===== config.mk =====
export PLATFORM = sky130hd
export DESIGN_NAME = nested_color_fsm
export DESIGN_NICKNAME = d
export VERILOG_FILES = /design/src/rtl/nested_fsm_pkg.sv /design/src/rtl/hsv_child_fsm.sv /design/src/rtl/nested_color_fsm.sv
export SDC_FILE = /design/constraint.sdc
export NUM_CORES = 1
export LEC_CHECK = 0
export ABC_AREA = 0
export CORE_AREA = 8 8 45 47
export CTS_BUF_LIST = sky130_fd_sc_hd__clkbuf_4 sky130_fd_sc_hd__clkbuf_8
export DETAILED_ROUTE_END_ITERATION = 10
export DIE_AREA = 0 0 53 55
export MAX_ROUTING_LAYER = met4
export PLACE_DENSITY_LB_ADDON = 0.12
export SETUP_SLACK_MARGIN = 0.15
export SYNTH_ARGS = -nofsm -noshare
export SYNTH_HDL_FRONTEND = slang
export SYNTH_SLANG_ARGS = --single-unit

===== constraint.sdc =====
create_clock -name clk -period 1.31 [get_ports clk]
set_clock_uncertainty 0.2 [all_clocks]
set_input_delay 0.1965 -clock clk [delete_from_list [all_inputs] [get_ports clk]]
set_output_delay 0.1965 -clock clk [all_outputs]
set_load 0.1 [all_outputs]

===== src/rtl/nested_fsm_pkg.sv =====
// Shared types and output codes for the nested colour controller.
// Imported by nested_color_fsm and hsv_child_fsm.
package nested_fsm_pkg;

  typedef enum logic [1:0] {
    P_BLUE = 2'd0,
    P_RED  = 2'd1,
    P_HSV  = 2'd2
  } parent_state_t;

  typedef enum logic [1:0] {
    C_H = 2'd0,
    C_S = 2'd1,
    C_V = 2'd2
  } child_state_t;

  typedef enum logic [1:0] {
    CMD_NONE      = 2'd0,
    CMD_TOGGLE    = 2'd1,
    CMD_ENTER_HSV = 2'd2,
    CMD_ABORT     = 2'd3
  } cmd_t;

  localparam logic [2:0] OUT_BLUE = 3'd1;
  localparam logic [2:0] OUT_RED  = 3'd2;
  localparam logic [2:0] OUT_H    = 3'd4;
  localparam logic [2:0] OUT_S    = 3'd5;
  localparam logic [2:0] OUT_V    = 3'd6;

endpackage


===== src/rtl/hsv_child_fsm.sv =====
// Child sequencer for the HSV parent state: steps H -> S -> V, dwelling
// DWELL_CYCLES cycles in each; finish is high during the last V cycle.
module hsv_child_fsm
  import nested_fsm_pkg::*;
#(
  parameter int DWELL_CYCLES = 4
) (
  input  logic         clk,
  input  logic         rst_n,
  input  logic         start,
  input  logic         abort,
  output child_state_t sub_state,
  output logic         finish
);

  localparam int CW = (DWELL_CYCLES > 1) ? $clog2(DWELL_CYCLES) : 1;

  child_state_t   sub_next;
  logic [CW-1:0]  cnt;
  logic [CW-1:0]  cnt_next;
  logic           running;
  logic           running_next;
  logic           last;

  assign last   = (cnt == CW'(DWELL_CYCLES - 1));
  assign finish = running && (sub_state == C_V) && last;

  always_ff @(posedge clk or negedge rst_n) begin
    if (!rst_n) begin
      sub_state <= C_H;
      cnt       <= '0;
      running   <= 1'b0;
    end else begin
      sub_state <= sub_next;
      cnt       <= cnt_next;
      running   <= running_next;
    end
  end

  // Idle (not running) parks the child at H with a cleared counter.
  always_comb begin
    sub_next     = sub_state;
    cnt_next     = cnt;
    running_next = running;
    if (abort) begin
      sub_next     = C_H;
      cnt_next     = '0;
      running_next = 1'b0;
    end else if (start) begin
      sub_next     = C_H;
      cnt_next     = '0;
      running_next = 1'b1;
    end else if (running) begin
      if (last) begin
        cnt_next = '0;
        case (sub_state)
          C_H: sub_next = C_S;
          C_S: sub_next = C_V;
          default: begin
            sub_next     = C_H;
            running_next = 1'b0;
          end
        endcase
      end else begin
        cnt_next = cnt + CW'(1);
      end
    end
  end

endmodule


===== src/rtl/nested_color_fsm.sv =====
// Two-level colour controller: parent BLUE/RED/HSV with a timed H/S/V child.
// Define NESTED_FSM_ABORT_EN to let ABORT cut an HSV sequence short.
module nested_color_fsm
  import nested_fsm_pkg::*;
#(
  parameter int IN_WIDTH     = 2,
  parameter int OUT_WIDTH    = 4,
  parameter int DWELL_CYCLES = 4
) (
  input  logic                 clk,
  input  logic                 rst_n,
  input  logic                 in_valid,
  input  logic [IN_WIDTH-1:0]  in,
  output logic [OUT_WIDTH-1:0] out,
  output logic                 busy,
  output logic                 done
);

  parent_state_t parent;
  parent_state_t parent_next;
  child_state_t  sub_state;
  cmd_t          cmd;
  logic          start;
  logic          abort_req;
  logic          child_finish;

  // Invalid or out-of-range commands collapse to NONE.
  always_comb begin
    cmd = CMD_NONE;
    if (in_valid && ((in >> 2) == '0))
      cmd = cmd_t'(in[1:0]);
  end

  assign start = (parent == P_RED) && (cmd == CMD_ENTER_HSV);

`ifdef NESTED_FSM_ABORT_EN
  assign abort_req = (parent == P_HSV) && (cmd == CMD_ABORT);
`else
  assign abort_req = 1'b0;
`endif

  hsv_child_fsm #(
    .DWELL_CYCLES(DWELL_CYCLES)
  ) u_child (
    .clk       (clk),
    .rst_n     (rst_n),
    .start     (start),
    .abort     (abort_req),
    .sub_state (sub_state),
    .finish    (child_finish)
  );

  always_ff @(posedge clk or negedge rst_n) begin
    if (!rst_n) begin
      parent <= P_RED;
      done   <= 1'b0;
    end else begin
      parent <= parent_next;
      done   <= child_finish && !abort_req;
    end
  end

  always_comb begin
    parent_next = parent;
    case (parent)
      P_BLUE: if (cmd == CMD_TOGGLE) parent_next = P_RED;
      P_RED: begin
        if (cmd == CMD_TOGGLE)         parent_next = P_BLUE;
        else if (cmd == CMD_ENTER_HSV) parent_next = P_HSV;
      end
      P_HSV: if (abort_req || child_finish) parent_next = P_RED;
      default: parent_next = P_RED;
    endcase
  end

  always_comb begin
    out = '0;
    case (parent)
      P_BLUE: out[2:0] = OUT_BLUE;
      P_RED:  out[2:0] = OUT_RED;
      P_HSV: begin
        case (sub_state)
          C_H:     out[2:0] = OUT_H;
          C_S:     out[2:0] = OUT_S;
          C_V:     out[2:0] = OUT_V;
          default: out[2:0] = OUT_RED;
        endcase
      end
      default: out[2:0] = OUT_RED;
    endcase
  end

  assign busy = (parent == P_HSV);

endmodule


Word level (Yosys, flattened, before mapping)

Cells that the tools add are included.

Register bits after elaboration: 8
Output and inout port bits: 6
Logic and storage cells: 45

Add/subtract/negate cells: 1
Equality and inequality tests: 10
Muxes and demuxes: 19
Reductions and logical operators: 10

Operator list:

| kind                                                   | count |
|---|---|
| two-way mux 2 bit                                      | 11 |
| case mux 3 bit (3 select lines)                        | 1 |
| equality test 2 bit (second input constant)            | 4 |
| equality test 2 x 1 -> 1 bit (second input constant)   | 3 |
| case mux 2 bit (3 select lines)                        | 1 |
| case mux 3 bit (2 select lines)                        | 1 |
| logical NOT 2 bit                                      | 2 |
| two-way mux 1 bit                                      | 4 |
| case mux 2 bit (2 select lines)                        | 1 |
| nonzero test 2 bit                                     | 2 |
| logical AND 1 bit                                      | 3 |
| inequality test 3 x 1 -> 1 bit (second input constant) | 1 |
| AND reduction 3 bit                                    | 1 |
| adder 2 x 1 -> 2 bit (second input constant)           | 1 |
| inequality test 2 x 1 -> 1 bit (second input constant) | 1 |
| inequality test 2 bit (second input constant)          | 1 |
| AND reduction 2 bit                                    | 1 |
| OR reduction 2 bit                                     | 1 |

Longest topological paths before layout

Gate-level depths: netlist of run 1.

Word-level depth: 6
Mapped depth: 4
Mapped depth without buffers: 4

By module

A second synthesis of run 1 with hierarchy kept.

Cells, all modules: 43
Area, all modules: 474.2 sq um

By module, submodules not included:

| module           | instances | cells each | area an instance (sq um) |
|---|---|---|---|
| hsv_child_fsm    | 1         | 21         | 269.0 |
| nested_color_fsm | 1         | 22         | 205.2 |

Worst setup path before layout of run 1

No wires, ideal clock.

Kind: reg2out
Start: register u_child.sub_state[1]
End: output port out[0]
Arrival: 2056 ps
Path slack: -1142 ps
Stages on the path, launching flop included: 3
Buffers on the path: 0
Cell sequence: dfrtp_1 nand2b_1 a21oi_1

Word-level cells in the longest chain between the ends: 3
Elaborated cells on any way between the ends: 5

RTL lines:

| element                                     | RTL line               | source |
|---|---|---|
| start: declaration                          | hsv_child_fsm.sv:12    | `output child_state_t sub_state,` |
| start signal: assignment                    | hsv_child_fsm.sv:34    | `sub_state <= sub_next;` |
| equality test 2 bit (tied with other cells) | nested_color_fsm.sv:82 | `case (sub_state)` |
| case mux 3 bit (3 select lines) *           | nested_color_fsm.sv:82 |  |
| case mux 3 bit (2 select lines) *           | nested_color_fsm.sv:78 | `case (parent)` |
| end: declaration                            | nested_color_fsm.sv:14 | `output logic [OUT_WIDTH-1:0] out,` |

Every way passes the cells marked *; elsewhere a longest branch is shown, timed or not.

Worst setup path in the final report of run 1

Start: register parent[0]
End: output port busy

Word-level cells in the longest chain between the ends: 1

RTL lines:

| element                  | RTL line               | source |
|---|---|---|
| start: declaration       | nested_color_fsm.sv:19 | `parent_state_t parent;` |
| start signal: assignment | nested_color_fsm.sv:58 | `parent <= parent_next;` |
| equality test 2 bit      | nested_color_fsm.sv:93 | `assign busy = (parent == P_HSV);` |
| end: declaration         | nested_color_fsm.sv:15 | `output logic busy,` |

Every way passes these cells.

==> results of run 1 <==
worst max-delay path, stage by stage, from the launching register on:
cell        delay (ps)
dfstp_2            540
nand2b_4           160
clkinvlp_4         100
buf_12             170
layout make-up:
class / instances / area [um2]
flip-flops and latches: 8 / 206
inverters: 1 / 7.51
well taps: 16 / 20.0
multi-input cells: 31 / 267
repair buffers: 19 / 223
fillers: 121 / 631
clock buffers: 4 / 30.0
registers in the layout, indices dropped and copies added (netlist names):
register and cells:
parent 2, u_child.cnt 2, u_child.sub_state 2, u_child.running 1, done 1
power groups by stage:
| stage | sequential (mW) | clock (mW) | combinational (mW) |
|---|---|---|---|
| after floorplan | 0.530 | 0 | 0.742 |
| after global placement | 0.511 | 0 | 1.20 |
| after detailed placement | 0.518 | 0 | 1.23 |
| after CTS | 0.505 | 0.241 | 1.29 |
| after global routing | 0.528 | 0.252 | 1.42 |
| final | 0.512 | 0.233 | 1.34 |
synth_stat cells, types with 2 or more instances:
library cell | instances | area (um2)
nand2b_1 | 2 | 12.5
a21o_1 | 2 | 15.0
o21ai_0 | 3 | 15.0
nand2_1 | 4 | 15.0
mux2i_1 | 3 | 30.0
nor2_1 | 5 | 18.8
a21oi_1 | 3 | 15.0
dfrtp_1 | 7 | 175
metrics by stage:
stage / instances / utilization, % / TNS [ps]
2_1_floorplan: 41 / - / -873
3_3_place_gp: 72 / 48.0 / -1090
3_5_place_dp: 72 / 48.0 / -1450
4_1_cts: 78 / 51.6 / -1920
5_1_grt: 79 / 54.4 / -2500
6_report: 79 / 54.4 / -1940
placed cells by master (no fill, tap or decap), types with 2 or more instances in the layout:
master	count
buf_4	8
buf_12	5
nand2_1	4
nor2_1	4
clkbuf_4	4
dfrtp_2	4
clkdlybuf4s50_1	4
mux2i_1	3
dfrtp_1	3
nand2b_4	2
a21oi_4	2
o21ai_1	2
buf_6	2
timing repair:
action                                  CTS  global route
resized for setup                         2             9
endpoints found under the setup margin   12            13
pin swaps                                 1             0
setup buffers                             2             1
kinds of logic after synthesis:
group / count (synthesis) / share of synthesized area, %
AO/OA/AOI/OAI: 9 / 12.8
adder cells (fa/ha/maj): 1 / 3.05
buffers and inverters: 2 / 2.74
flip-flops: 8 / 49.1
multiplexers: 3 / 7.32
other: 1 / 0.914
AND/OR/NAND/NOR: 17 / 24.1
metal layers:
layer,global-route usage (%),up-vias,part of all wire (%)
li1,-,186,-
met1,8.54,184,37
met2,14.6,18,50
met3,3.74,5,9.6
met4,7.76,0,3.8
met5,-,-,0
worst max-delay path by stage:
stage                      to  slack (ps)                 start  depth (start not counted)
floorplan              out[0]        -240  u_child.sub_state[1]                          2
global placement    parent[1]        -160                 in[1]                          4
detailed placement  parent[1]        -200                 in[1]                          4
CTS                      busy        -320             parent[0]                          3
global route             busy        -360             parent[0]                          3
finish                   busy        -300             parent[0]                          3
==> metrics.md, run 1 <==
| Metric | Value |
|---|---|
| Dpl hpwl | around 810 um |
| NumNets Final | 70 |
| Path type of the worst setup path | register to output port |
| Synth unique cells | 20 |
| CTS tree | yes |
| Layout cells sized above 1 | between 50% and 60% |
| Flops & latches, synth | 8 |
| Finished Cell Area | approximately 750 um2 |
| Number of hold buffers added after cts | 0 |
| Critical path launch point type | register |
| # setup viols final | 10 |
| Worst-Skew Late Latency | ~260 ps |
| Syn Nets | 47 |
| Initial Util | between 20% and 30% |
| P&R area growth vs syn | 83.5% |
| Leak pwr | 0.336 nW |
| Outcome | complete, but fails checks |
| Synth Flop Type | dfrtp_1 |
| DP Worst Slack | -201 ps |
| Clock Path Buffers | 2 |
| Upper clock frequency limit | around 620 MHz |
| Worst path required time | just over 900 ps |
| First-pass GRT wire length | approximately 1.8 mm |
| RSZ-0062 raised after global routing | yes |
| Avg WL per Cell | 13.1 um |
| Logic pwr share | between 60% and 70% |
| Final period utilization | 123% |
| GPL Wtd Cong | about 0.75 |
| DR vias | ~400 |
| Net load switching power | 0.964 mW |
| Share of power burned in registers | 24.6% |
| Core ar. | roughly 0.0014 mm2 |
| Worst hold path class | input port to asynchronous set/reset pin |
| Vias per cell | 4.97 |
| Initial antenna violation count | 0 |
| Total congestion overflow | 0 |
| Yosys warnings | 0 |
| Flop-to-flop setup slack | -150 ps |
| Iter 0 DRT Violations | 4 |
| EDFF count, synth | 0 |
| Mapped Area | ~400 um2 |
| Post-route antenna net violation count | 0 |
| FF-to-FF Start | parent[0] |
| Largest net degree at the start of global routing | 9 |
| 1st-pass router iterations | 4 |
| Critical Path AT | between 1000 and 1500 ps |
| Syn_area_per_cell | between 10 and 15 um2 |
| Final Hold Vio Count | 0 |
| R2R depth | 4 |
| Diodes inserted | 0 |
| Failing checks | negative setup slack |
| Root buffer cell | clkbuf_4 |
| Drt total wl | around 1.0 mm |
| Critical path endpoint category | output port |
| Vias in the first global route | slightly above 400 |
| Worst hold slack | 8.23 ps |
| Residual DRC | 0 |
| Tot GR Track Use | 9.19% |
| Crit Path Max Fanout | 3 |
| # rows | 14 |
| Num ports | 11 |
| DIE WIDTH | 53 um |
| Design Power | 2.09 mW |
| Die extent in y | approximately 55 um |
| DP Area | about 660 um2 |
| P per Cell Area | 2770 mW/mm2 |
| Full die area | roughly 0.0029 mm2 |
| Reg2reg end | parent[1] |
| Clock share of power | 11.2% |
| H-tree levels | 1 |
| Port Buffer Count | 9 |
| CTS Buf Count | 3 |
| Mapped Cells | approximately 40 |
| Post-route setup slack | -303 ps |
| Fin crit period | approximately 1600 ps |
| Internal power | roughly 1.1 mW |
| Max_cap viols | 0 |
| Max rail drop VDD | approximately 1100 uV |
| Post-synthesis sequential area ratio | just under 50% |
| Worst-path clk slew | 60 ps |
| Max Transition Viols Final | 0 |
| # clock sinks | 8 |
| Switching Share | a little under half |
| Synth async-reset ratio | 100% |
(Power assumes the default switching activity.)
==> run 2: changes to the inputs <==
- TNS_END_PERCENT: default -> 30
==> run 2 against run 1 <==
  * The run still ends with negative setup slack left
  * Flip-flop and latch count unchanged
  * Largest power group unchanged
  * Final cell count unchanged
  * First-iteration DRC count down 50%
  * Sequential share of layout area up 0.92 points
  * Non-clock buffer count unchanged
==> metrics.md, run 2 (same netlist as run 1, synthesis figures left out) <==
| Metric | Value |
|---|---|
| Outcome | complete, but fails checks (unchanged) |
| Failing checks | negative setup slack (unchanged) |
| Post-route antenna net violation count | 0 (unchanged) |
| Vias per cell | 4.70 (was 4.97) |
| Layout cells sized above 1 | 49.2% (was 57.1%) |
| DIE WIDTH | 53 um (unchanged) |
| Upper clock frequency limit | 620 MHz (about the same) |
| Total congestion overflow | 0 (unchanged) |
| Initial antenna violation count | 0 (unchanged) |
| Core ar. | 0.00138 mm2 (unchanged) |
| Final period utilization | 123% (about the same) |
| Number of hold buffers added after cts | 0 (unchanged) |
| DP Worst Slack | -183 ps (was -201 ps) |
| First-pass GRT wire length | 1.64 mm (was 1.81 mm) |
| Worst hold path class | input port to asynchronous set/reset pin (unchanged) |
| # clock sinks | 8 (unchanged) |
| RSZ-0062 raised after global routing | yes (unchanged) |
| # setup viols final | 11 (was 10) |
| Initial Util | 29.7% (unchanged) |
| Port Buffer Count | 9 (unchanged) |
| Max Transition Viols Final | 0 (unchanged) |
| Max rail drop VDD | 1140 uV (was 1100 uV) |
| Worst-Skew Late Latency | 250 ps (was 260 ps) |
| NumNets Final | 70 (unchanged) |
| P per Cell Area | 2840 mW/mm2 (was 2770 mW/mm2) |
| Drt total wl | 1.03 mm (was 1.04 mm) |
| Max_cap viols | 0 (unchanged) |
| Crit-path cells | nand2b_4 -> clkinvlp_4 -> buf_12 (unchanged) |
| Commonest non-fill, non-tap cell in the layout | buf_4 (unchanged) |
| Critical path launch point type | register (unchanged) |
| CTS tree | yes (unchanged) |
| GPL Wtd Cong | 0.741 (was 0.745) |
| 1st-pass router iterations | 2 (was 4) |
| Diodes inserted | 0 (unchanged) |
| Worst-path clk slew | 60 ps (about the same) |
| Slowest-stage cell, CP | dfstp_2 (unchanged) |
| Avg WL per Cell | 13.0 um (was 13.1 um) |
| Residual DRC | 0 (unchanged) |
| P&R area growth vs syn | 76.5% (was 83.5%) |
| # rows | 14 (unchanged) |
| Iter 0 DRT Violations | 2 (was 4) |
| CTS Buf Count | 3 (unchanged) |
| Critical Path AT | 1220 ps (about the same) |
| Die extent in y | 55 um (unchanged) |
| Leak pwr | 0.333 nW (was 0.336 nW) |
| Path type of the worst setup path | register to output port (unchanged) |
| Post-route setup slack | -304 ps (was -303 ps) |
| DR vias | 371 (was 393) |
| Full die area | 0.00292 mm2 (unchanged) |
| Final Hold Vio Count | 0 (unchanged) |
| Vias in the first global route | 369 (was 403) |
| Most frequent cells in the layout | buf_4 (8), nor2_1 (5), buf_12 (5) (was buf_4 (8), buf_12 (5)) |
| Design Power | 2.06 mW (was 2.09 mW) |
| Largest net degree at the start of global routing | 9 (unchanged) |
| Crit path largest cell delay | 540 ps (about the same) |
| Dpl hpwl | 781 um (was 805 um) |
| Crit Path Max Fanout | 3 (unchanged) |
| H-tree levels | 1 (unchanged) |
| Fin crit period | 1610 ps (about the same) |
| Root buffer cell | clkbuf_4 (unchanged) |
| Num ports | 11 (unchanged) |
| Clock Path Buffers | 2 (unchanged) |
| Util after Layout | 52.4% (was 54.4%) |
| Tot GR Track Use | 8.16% (was 9.19%) |
| Worst hold slack | 20.0 ps (was 8.23 ps) |
| Biggest regs | parent: 2 flops, u_child.cnt: 2 flops, u_child.sub_state: 2 flops (unchanged) |
| Critical path endpoint category | output port (unchanged) |
| Worst path required time | 910 ps (about the same) |
[run 2: routing by layer]
metal  track usage (%)  part of all wire, %  up-vias
met5                 -                    0        -
met4              6.47                 0.58        0
met3              2.67                  4.7        2
met2              12.7                   52        5
met1              8.36                   42      180
li1                  -                    -      184
[run 2: through the flow]
step	instances	cell area, um2	setup TNS (ps)
6_report	79	724	-1880
2_1_floorplan	41	455	-873
3_5_place_dp	72	661	-1300
3_3_place_gp	72	661	-1080
5_1_grt	79	724	-2450
4_1_cts	77	701	-1930
[run 2: what timing repair did]
action	4_1_cts	5_1_grt
setup buffers	1	2
endpoints found under the setup margin	12	13
pin swaps	0	1
resized for setup	1	3
[run 2: final cells by class]
class	count	area (um2)
Sequential cell	8	205
Clock buffer	4	30.0
Tap cell	16	20.0
Timing Repair Buffer	19	223
Fill cell	121	659
Inverter	1	7.51
Multi-Input combinational cell	31	239
[run 2: final timing paths]
path,from,to,cells after the start,slack [ps]
min in group clk,in[0],parent[0],3,370
worst min-delay path,rst_n,u_child.running,1,20
worst min register to register,u_child.cnt[1],u_child.cnt[1],2,370
worst max register to register,parent[0],parent[1],4,-130
max in group asynchronous,rst_n,parent[0],1,580
worst max-delay path,parent[0],busy,3,-300
[run 2: critical path, delay by kind of cell, from the launching register on]
family	cells	cell delay, ps
AND/OR/NAND/NOR	1	160
flip-flops	1	540
buffers and inverters	2	270
[run 2: power by group]
group          total [mW]  switching [mW]  internal, mW
Clock               0.221          0.0840         0.137
Sequential          0.503           0.130         0.373
Combinational        1.33           0.725         0.609
==> edit, RTL diff (flow settings as in run 2) <==
The option `NESTED_FSM_ABORT_EN` is turned on by a define.
--- a/src/rtl/nested_color_fsm.sv
+++ b/src/rtl/nested_color_fsm.sv
@@ -1,5 +1,7 @@
 // Two-level colour controller: parent BLUE/RED/HSV with a timed H/S/V child.
 // Define NESTED_FSM_ABORT_EN to let ABORT cut an HSV sequence short.
+`define NESTED_FSM_ABORT_EN
+
 module nested_color_fsm
   import nested_fsm_pkg::*;
 #(
Behaviour: not the same (a bounded check fails within 4 cycles, from zero or initial values and one cycle with rst_n low).
==> edit against run 2 <==
The run still ends with setup timing left. Sequential cell count unchanged. Cell area is 24% higher. Critical endpoint is now out[0]. Power rose by 4.6%. Non-clock buffer count is 8 higher. Clock power is 3% lower. Critical path type unchanged. Wire length increased by 24%. Area after synthesis increased by 20%. Worst setup slack worse by 0.087 ns. Critical path depth is 2 higher.
==> edit: results (changes against run 2) <==
stage,metric,value,unit,change
pwr,p_seq,0.000439,W,was 0.000503 W
logic_synthesis,synthCells,52,,was 41
placed_design,gp_congestion,0.7858,,was 0.7405
sta,setup_slack,-0.3903,ns,was -0.3037 ns
outcome,violations,setup timing,,unchanged
pwr,p_total,0.002153,W,was 0.002058 W
pwr,sw_frac_of_total,44.99,%,was 45.62%
placed_design,post_dp_cell_area,777.0,um^2,was 660.6 um^2
global_route,grt_pass1_wl,2097,um,was 1635 um
logic_synthesis,yosysSeqAreaShare,41.07,%,was 49.09%
layout,fin_nets,87,,was 70
sta,setup_viol,11,,unchanged
outcome,status,"finished, violations left",,unchanged
logic_synthesis,synthTopCellsByCount,"dfrtp_1, nand2_1, nor2_1, a21oi_1, mux2i_1",,"was dfrtp_1, nor2_1, nand2_1"
critical_path,crit_arrival,1.30,ns,was 1.22 ns
logic_synthesis,synthTopCellsByArea,"dfrtp_1, mux2i_1, dfstp_2, nand2_1, nor2_1",,"was dfrtp_1, mux2i_1, dfstp_2, nor2_1, and4bb_4"
route,via_per_inst,5.063,,was 4.696
logic_synthesis,synth.net_count,58,,was 47
placed_design,dp_cells,88,,was 72
logic_synthesis,synth_cell_type_count,29,,was 20
route,drtIter0Drc,4,,was 2
sta,setup_tns,-2.567,ns,was -1.883 ns
critical_path,path_max_fanout,4,,was 3
layout,drive_above_1_share,51.25,%,was 49.21%
global_route,gr-usage-met3,3.743,%,was 2.674%
sta,hold_slack,0.01642,ns,was 0.01999 ns
pwr,peakVddDrop,1244,uV,was 1142 uV
placed_design,hpwlAfterDp,891.4,um,was 780.9 um
pwr,leakage,0.4046,nW,was 0.3334 nW
global_route,grt_pass1_vias,477,,was 369
critical_path,reg2reg_to,parent[0]$_DFFE_PN1P_,,was parent[1]$_DFFE_PN0P_
placed_design,place_ws,-0.3147,ns,was -0.1830 ns
[edit: cell count changes after synthesis, moves of 2 or more]
cell / change
nand2_1: +2
a41oi_1: +2
a21boi_1: +2
a21o_1: -2
[edit: how the worst max path moves through the flow]
stage | startpoint | endpoint | slack [ns] | cells after the start
floorplan | parent[0]$_DFFE_PN1P_ | out[2] | -0.80 | 3
global placement | in[0] | u_child.cnt[1]$_DFFE_PN0P_ | -0.31 | 4
detailed placement | in[0] | u_child.sub_state[0]$_DFFE_PN0P_ | -0.31 | 4
CTS | parent[0]$_DFFE_PN1P_ | out[2] | -0.40 | 4
global route | parent[0]$_DFFE_PN1P_ | out[2] | -0.45 | 4
finish | parent[0]$_DFFE_PN1P_ | out[0] | -0.39 | 5
[edit: cells by family (layout without fill, tap and decap cells)]
logic type                 after synthesis  count (layout)  synth area share (%)
buffers and inverters                    5              33                 6.885
muxes                                    3               3                 6.123
and+or+nand+nor                         18              18                 18.63
adders and majority gates                1               1                 2.551
AOI/OAI and AO/OA                       16              16                 23.98
other                                    1               1                0.7646
DFF                                      8               8                 41.07
[edit: critical path, cell delays in order (launching register included)]
cell	delay (ns)
dfstp_2	0.38
buf_12	0.13
buf_4	0.12
buf_6	0.11
a21oi_4	0.13
buf_12	0.19
[edit: final cells by class]
type	count	area [um^2]
Clock buffer	4	30.03
Fill cell	106	483.0
Sequential cell	8	202.7
Inverter	2	7.507
Timing Repair Buffer	27	310.3
Multi-Input combinational cell	39	330.3
Tap cell	16	20.02
[edit: timing repair]
item                       in CTS  in global routing
setup endpoints to repair      13                 13
resized for setup               5                  8
setup buffers                   3                  1
pin swaps                       7                  0
[edit: layer usage]
metal / up-vias / share of wire (%)
met1: 232 / 39
li1: 244 / -
met4: 0 / 0
met2: 10 / 56
met5: - / 0
met3: 0 / 5.4
